===== src/rtl/uart_pkg.sv =====
// Shared UART constants: baud divider math, counter sizing, rx FSM states.
package uart_pkg;

  function automatic int uart_clog2(input int v);
    int r;
    r = 0;
    while ((1 << r) < v) r++;
    return r;
  endfunction

  function automatic int uart_div(input int clk_hz, input int baud);
    return clk_hz / baud;
  endfunction

  function automatic int uart_half(input int div);
    return div / 2;
  endfunction

  function automatic int uart_cnt_w(input int div);
    int w;
    w = uart_clog2(div);
    return (w < 1) ? 1 : w;
  endfunction

  typedef enum logic [2:0] {
    S_IDLE,
    S_START,
    S_DATA,
    S_STOP,
    S_WAIT_IDLE
  } uart_rx_state_e;

endpackage


===== src/rtl/uart_sync_2ff.sv =====
// Two-flop synchronizer for an asynchronous single-bit input.
module uart_sync_2ff #(
  parameter logic P_RST_VAL = 1'b1
) (
  input  logic i_clk,
  input  logic i_rst,
  input  logic i_d,
  output logic o_q
);
  logic meta_q;
  logic sync_q;

  always_ff @(posedge i_clk) begin
    if (i_rst) begin
      meta_q <= P_RST_VAL;
      sync_q <= P_RST_VAL;
    end else begin
      meta_q <= i_d;
      sync_q <= meta_q;
    end
  end

  assign o_q = sync_q;
endmodule


===== src/rtl/uart_rx.sv =====
// Oversampling UART receiver, LSB-first, one-cycle valid strobe.
// Define UART_RX_FRAME_ERR_EN to add the o_user_rx_frame_err strobe.
module uart_rx
  import uart_pkg::*;
#(
  parameter int P_SYSTEM_CLK      = 50_000_000,
  parameter int P_UART_BUADRATE   = 9600,
  parameter int P_UART_DATA_WIDTH = 8,
  parameter int P_UART_STOP_WIDTH = 1
) (
  input  logic                         i_clk,
  input  logic                         i_rst,
  input  logic                         i_uart_rx,
  output logic [P_UART_DATA_WIDTH-1:0] o_user_rx_data,
  output logic                         o_user_rx_valid
`ifdef UART_RX_FRAME_ERR_EN
  ,
  output logic                         o_user_rx_frame_err
`endif
);
  localparam int DIV  = uart_div(P_SYSTEM_CLK, P_UART_BUADRATE);
  localparam int HALF = uart_half(DIV);
  localparam int CW   = uart_cnt_w(DIV);
  localparam int W    = P_UART_DATA_WIDTH;
  localparam int IW   = uart_cnt_w(W);

  if (P_UART_STOP_WIDTH < 1 || P_UART_STOP_WIDTH > 2 ||
      W < 5 || W > 9) begin : g_bad_cfg
    $error("uart_rx: unsupported frame format");
  end

  uart_rx_state_e state_q;
  logic [CW-1:0]  cnt_q;
  logic [IW-1:0]  idx_q;
  logic [W-1:0]   shift_q;
  logic [W-1:0]   data_q;
  logic           valid_q;
  logic           ferr_q;
  logic           prev_q;
  logic           line_s;

  uart_sync_2ff #(
    .P_RST_VAL(1'b1)
  ) u_sync (
    .i_clk(i_clk),
    .i_rst(i_rst),
    .i_d  (i_uart_rx),
    .o_q  (line_s)
  );

  // Only the first stop bit is sampled; returning to idle at mid-stop
  // leaves the rest of the stop time free for the next start edge.
  always_ff @(posedge i_clk) begin
    if (i_rst) begin
      state_q <= S_IDLE;
      cnt_q   <= '0;
      idx_q   <= '0;
      shift_q <= '0;
      data_q  <= '0;
      valid_q <= 1'b0;
      ferr_q  <= 1'b0;
      prev_q  <= 1'b1;
    end else begin
      prev_q  <= line_s;
      valid_q <= 1'b0;
      ferr_q  <= 1'b0;
      unique case (state_q)
        S_IDLE: begin
          if (prev_q && !line_s) begin
            cnt_q   <= '0;
            state_q <= S_START;
          end
        end
        S_START: begin
          if (cnt_q == CW'(HALF - 1)) begin
            cnt_q <= '0;
            idx_q <= '0;
            state_q <= line_s ? S_IDLE : S_DATA;
          end else begin
            cnt_q <= cnt_q + 1'b1;
          end
        end
        S_DATA: begin
          if (cnt_q == CW'(DIV - 1)) begin
            cnt_q   <= '0;
            shift_q <= {line_s, shift_q[W-1:1]};
            if (idx_q == IW'(W - 1)) begin
              state_q <= S_STOP;
            end else begin
              idx_q <= idx_q + 1'b1;
            end
          end else begin
            cnt_q <= cnt_q + 1'b1;
          end
        end
        S_STOP: begin
          if (cnt_q == CW'(DIV - 1)) begin
            cnt_q <= '0;
            if (line_s) begin
              data_q  <= shift_q;
              valid_q <= 1'b1;
              state_q <= S_IDLE;
            end else begin
              ferr_q  <= 1'b1;
              state_q <= S_WAIT_IDLE;
            end
          end else begin
            cnt_q <= cnt_q + 1'b1;
          end
        end
        S_WAIT_IDLE: begin
          if (line_s) state_q <= S_IDLE;
        end
        default: state_q <= S_IDLE;
      endcase
    end
  end

  assign o_user_rx_data  = data_q;
  assign o_user_rx_valid = valid_q;

`ifdef UART_RX_FRAME_ERR_EN
  assign o_user_rx_frame_err = ferr_q;
`else
  logic unused_ferr;
  assign unused_ferr = ferr_q;
`endif
endmodule


===== config.mk =====
export PLATFORM = sky130hd
export DESIGN_NAME = uart_rx
export DESIGN_NICKNAME = d
export VERILOG_FILES = /design/src/rtl/uart_pkg.sv /design/src/rtl/uart_sync_2ff.sv /design/src/rtl/uart_rx.sv
export SDC_FILE = /design/constraint.sdc
export NUM_CORES = 1
export LEC_CHECK = 0
export CELL_PAD_IN_SITES_DETAIL_PLACEMENT = 1
export CELL_PAD_IN_SITES_GLOBAL_PLACEMENT = 1
export CORE_MARGIN = 3
export CORE_UTILIZATION = 34
export DETAILED_ROUTE_END_ITERATION = 6
export HOLD_SLACK_MARGIN = 0.06
export PLACE_DENSITY_LB_ADDON = 0.15
export SYNTH_ARGS = -nofsm -noshare
export SYNTH_HDL_FRONTEND = slang
export SYNTH_HIERARCHICAL = 1
export SYNTH_SLANG_ARGS = --single-unit
export TNS_END_PERCENT = 10

===== constraint.sdc =====
create_clock -name i_clk -period 2.5 [get_ports i_clk]
set_input_delay 0.375 -clock i_clk [delete_from_list [all_inputs] [get_ports i_clk]]
set_output_delay 0.375 -clock i_clk [all_outputs]
set_load 0.05 [all_outputs]

# After elaboration in Yosys (flattened, before gate mapping)
# Cells that the tools add are included.
# word_totals
in_bits	3
elab_cells	57
regBits	39
output_inout_bits	9
# classes
reduce_logical	12
n_eq_ne	14
n_addsub	2
n_bitwise	2
muxes	18
# op_table
operator	n
13-bit 2-to-1 mux	3
13-bit case mux with 3 select lines	1
3-bit 2-to-1 mux	10
3-bit case mux with 5 select lines	1
13-bit by 1-bit adder with 13-bit output, second input constant	1
13-bit by 12-bit equality test with 1-bit output, second input constant	1
13-bit equality test, second input constant	1
2-bit inequality test, second input constant	6
3-bit by 2-bit equality test with 1-bit output, second input constant	2
3-bit equality test, second input constant	2
3-bit case mux with 2 select lines	1
6-bit AND reduction	1
2-bit AND reduction	2
4-bit AND reduction	1
3-bit by 1-bit adder with 3-bit output, second input constant	1
3-bit by 1-bit equality test with 1-bit output, second input constant	1
3-bit logical NOT	1
3-bit AND reduction	1
3-bit nonzero test	1
3-bit OR reduction	1
2-bit 2-to-1 mux	1
2-bit by 1-bit inequality test with 1-bit output, second input constant	1
1-bit NOT	2
2-bit nonzero test	1
other kinds (4)	4

# Logic depth before layout (Yosys ltp)
# Gate-level depths: netlist (run 1).
# depth
depth_word	4
mapped_depth	7
depth_no_buf	6

# By module
# Netlist (run 1), hierarchy kept.
# modules_own_cells
mod	area_per_inst_um2	cells_per_inst	n_inst	seq_area_each_um2
uart_rx	1716.6	200	1	740.7
uart_sync_2ff	52.6	4	1	40.0

# Least setup slack after synthesis (run 1)
# Ideal clock, no wire load.
# synth_timing
path_kind	flip-flop to flip-flop
start	register cnt_q[0]
end	register cnt_q[10]
t_arrival_ns	1.915
n_path_buf	1
path_stages_with_launch	8
period_less_slack_ns	2.036
setup_ns	0.121
required_time_ns	2.379
setup_slack_ns	0.464
path_cell_list	dfxtp_1 > ha_1 > or4b_1 > nor4_4 > o21bai_1 > clkbuf_1 > o21bai_1 > nor2_1
# synth_via
elab_chain_len	3
elab_cells_between_ends	6
cone_classes	1 x add/sub; 2 x eq/ne; 3 x mux
# synth_lines
item	line_no	text
from (decl)	uart_rx.sv:33	logic [CW-1:0] cnt_q;
from (signal assigned)	uart_rx.sv:80	cnt_q <= cnt_q + 1'b1;
from (signal assigned)	uart_rx.sv:93	cnt_q <= cnt_q + 1'b1;
from (signal assigned)	uart_rx.sv:108	cnt_q <= cnt_q + 1'b1;
13-bit by 1-bit adder with 13-bit output, or another cell as far along	uart_rx.sv:80, uart_rx.sv:93, uart_rx.sv:108	
13-bit 2-to-1 mux (on tied branches)	uart_rx.sv:84, uart_rx.sv:97, uart_rx.sv:75	
13-bit case mux with 3 select lines *	uart_rx.sv:67	unique case (state_q)
# Mark *: on every way between the ends. The rest lies on a longest branch, timed or not.
# A chain may end at the register's enable or synchronous reset.

# Final worst setup path (run 1)
# layout_timing
start	register cnt_q[0]
end	register cnt_q[1]
# The elaborated chain is that of the path after synthesis.

==> impl_metrics.ini, run 1 <==
[outcome]
outcome = finished clean

[critical_path]
cpPeakStageDelay_ps = 500
rr_worst_depth = 7
crit_path_max_fanout = 18
crit_start = cnt_q[0]
worst-endpoint-arrival_ps = 2430
rr_startpoint = cnt_q[0]
setup.worst_path.class = register to register
r2r_setup_slack_ps = 250
worst-endpoint-required_ps = 2680
worstSetupEndpoint = cnt_q[1]
critical_path.cell_chain = ha_1, or4b_1, nor4_4, o21bai_1, buf_4, a22oi_1, nor2_1
r2r_end = cnt_q[1]
crit_path_depth = 7
worst_setup_path_start_kind = register
endpoint_kind = register
path_delay_family = simple AND/OR/NAND/NOR gates
timing.critical_path.slowest_stage_cell = or4b_1
path_buf_inv = 1

[final_layout]
ant_diodes = 0
final_net_count = 220
stdcell_area_mm2 = 0.00205
fin_cells = 282
synthToLayoutAreaGrowth_pct = 16.0
post_route_cells_drive_above_1_share_pct = 6.05

[run]
max_cap_violations = 0

[route]
route.detailed.wl_per_inst_um = 14.6
post-route-drc-count = 0
detailroute.via_count = 1468
detailedRoute.firstPassIterationCount = 4
drt_iter0_drc = 68
vias_per_cell = 5.21
wl_um = 4110
ant_nets = 0

[power]
pwr_density_cell_mw_per_mm2 = 594
leakagePower_nw = 0.751
vdd.ir_drop.worst_uv = 188

[timing]
post-route-min-period_ps = 2250
setup_tns_ps = 0
final.period_utilization_pct = 90.1
final-setup-viol-count = 0
timing.final.max_slew_violations = 0
max_slew_margin_pct = 64.3
timing_hold_violations_final = 0
worst_hold_slack_ps = 433
maxClockFrequency_mhz = 444
clock_skew_ps = 9.24
actual_slew_at_the_worst_max_slew_pin_ps = 536
rsz_0062_raised_after_global_routing = no

[synthesis]
synth_fp_nets = 210
synth_unique_cells = 38
syn_avg_cell_area_um2 = 8.67
synthesis.yosys.warnings = 6
count_of_mapped_cells_out_of_synthesis = 204
synth.yosys.seq_area_share_pct = 44.1
synth_async_sr_flop_share_pct = 0
mappedNetlistArea_mm2 = 0.00177
synth_edf_count = 0
synth-main-ff-cell = dfxtp_1
synth_seq_cells = 39

[place]
dp_hpwl_um = 3030
port-buffer-count = 11
numPlacedInstances = 274
dpl-instance-area_mm2 = 0.00194
gpl.final_weighted_congestion = 0.778

[clock_tree]
cts_hold_buffers = 0
tritoncts.num_buffers = 5
sinks_on_the_clock_net = 39
cts_max_level = 2
cts_buffer_depth = 2
post_cts.repair.setup_buffers = 0
ctsResizeCount = 0
cts.clk_slew.worst_paths_ps = 80
clk_latency_ps = 300
tritoncts = done
root_buffer = clkbuf_8

[floorplanning]
floorplan_die_area_mm2 = 0.00611
placeableCoreArea_mm2 = 0.00488
die_boundary_height_um = 78.1
die_x_um = 78.1
row_count = 25
effective_utilization_at_floorplan_pct = 36.3
io_pins = 12

[grt]
maximum_number_of_pins_on_one_net_before_global_route_repair = 28
globalRoute.totalOverflow = 0
groute.usage.overall_pct = 14.7
wire_length_of_the_first_global_routing_pass_um = 7320
first_global_vias = 1557
antenna_violations_before_repair = 0

[min_path]
min-delay-path-class = register to register
hold_path_startpoint = u_sync/meta_q
## through the flow
step	util, %	power (mW)	setup WS [ps]
3_3_place_gp	39.7	0.702	349
4_1_cts	42.1	1.24	227
5_1_grt	42.1	1.27	13.8
3_5_place_dp	39.7	0.705	247
6_report	42.1	1.22	248
2_1_floorplan	-	0.688	464
## final cells by class
cell class,count,area [um2]
fill,592,2830
multi-input combinational,152,935
sequential,39,781
timing repair buffer,14,133
tap,67,83.8
clock buffer,5,68.8
clock inverter,3,43.8
inverter,2,7.51
## how the worst min path moves through the flow
| stage | endpoint | slack [ps] | cells after the start |
|---|---|---|---|
| 2_1_floorplan | u_sync/o_q | 380 | 1 |
| 3_3_place_gp | u_sync/o_q | 400 | 1 |
| 3_5_place_dp | u_sync/o_q | 400 | 1 |
| 4_1_cts | u_sync/o_q | 430 | 1 |
| 5_1_grt | u_sync/o_q | 460 | 1 |
| 6_report | u_sync/o_q | 430 | 1 |
## sequential cells by signal, summed over array words and instances (netlist names)
name             flops
cnt_q               13
o_user_rx_valid      1
u_sync/o_q           1
o_user_rx_data       8
prev_q               1
shift_q              8
idx_q                3
u_sync/meta_q        1
state_q              3
## report_power, final
part / switching (mW) / internal (mW) / total [mW]
sequential: 0.00659 / 0.625 / 0.632
clock: 0.232 / 0.297 / 0.529
combinational: 0.0386 / 0.0193 / 0.0580
total: 0.277 / 0.942 / 1.22
## cell usage after synthesis (2+ instances only)
cell type,count,share of area (%)
dfxtp_1,39,44
mux2i_1,19,11
inv_1,2,0.42
clkbuf_1,9,1.9
ha_1,3,2.1
xnor2_1,3,1.5
a21oi_1,3,0.85
nand3_1,12,3.4
nand2_1,27,5.7
or2_1,2,0.71
nand3b_1,5,2.1
nor2_1,29,6.2
nor4_1,3,1.1
nor4bb_1,2,1.1
o21bai_1,2,0.85
and3_1,4,1.4
nor3_1,6,1.7
a31oi_1,8,2.8
nand2b_1,7,2.5
## layer usage
layer  GRT usage (%)  share of wire (%)
met1            18.8                 47
met2            23.8                 49
met3            3.78                2.8
met4            5.59                1.3
met5               0                  0
## layout by cell type (no fill, tap or decap), types with 6 or more instances in the layout
cell type,instances
dfxtp_1,39
nor2_1,29
nand2_1,27
mux2i_1,19
nand3_1,12
clkdlybuf4s50_1,11
a31oi_1,8
nand2b_1,7
nor3_1,6
## cell families (layout without fill, tap and decap cells)
group | count (synthesis) | in the layout | synth area share (%)
buffers and inverters | 13 | 24 | 3.04
flip-flops | 39 | 39 | 44.1
XOR/XNOR | 3 | 3 | 1.49
AND/OR/NAND/NOR | 106 | 106 | 30.6
AO/OA/AOI/OAI | 21 | 21 | 7.92
multiplexers | 19 | 19 | 10.7
adder cells (fa/ha/maj) | 3 | 3 | 2.12
(Power assumes the default switching activity.)
==> run 2, diff against run 1 <==
- CTS_BUF_LIST: not set -> sky130_fd_sc_hd__clkbuf_4 sky130_fd_sc_hd__clkbuf_8 sky130_fd_sc_hd__clkbuf_16
- GPL_ROUTABILITY_DRIVEN: not set -> 0
==> results of run 2 <==
Final layout, timing and power as in run 1 (identical DEF).
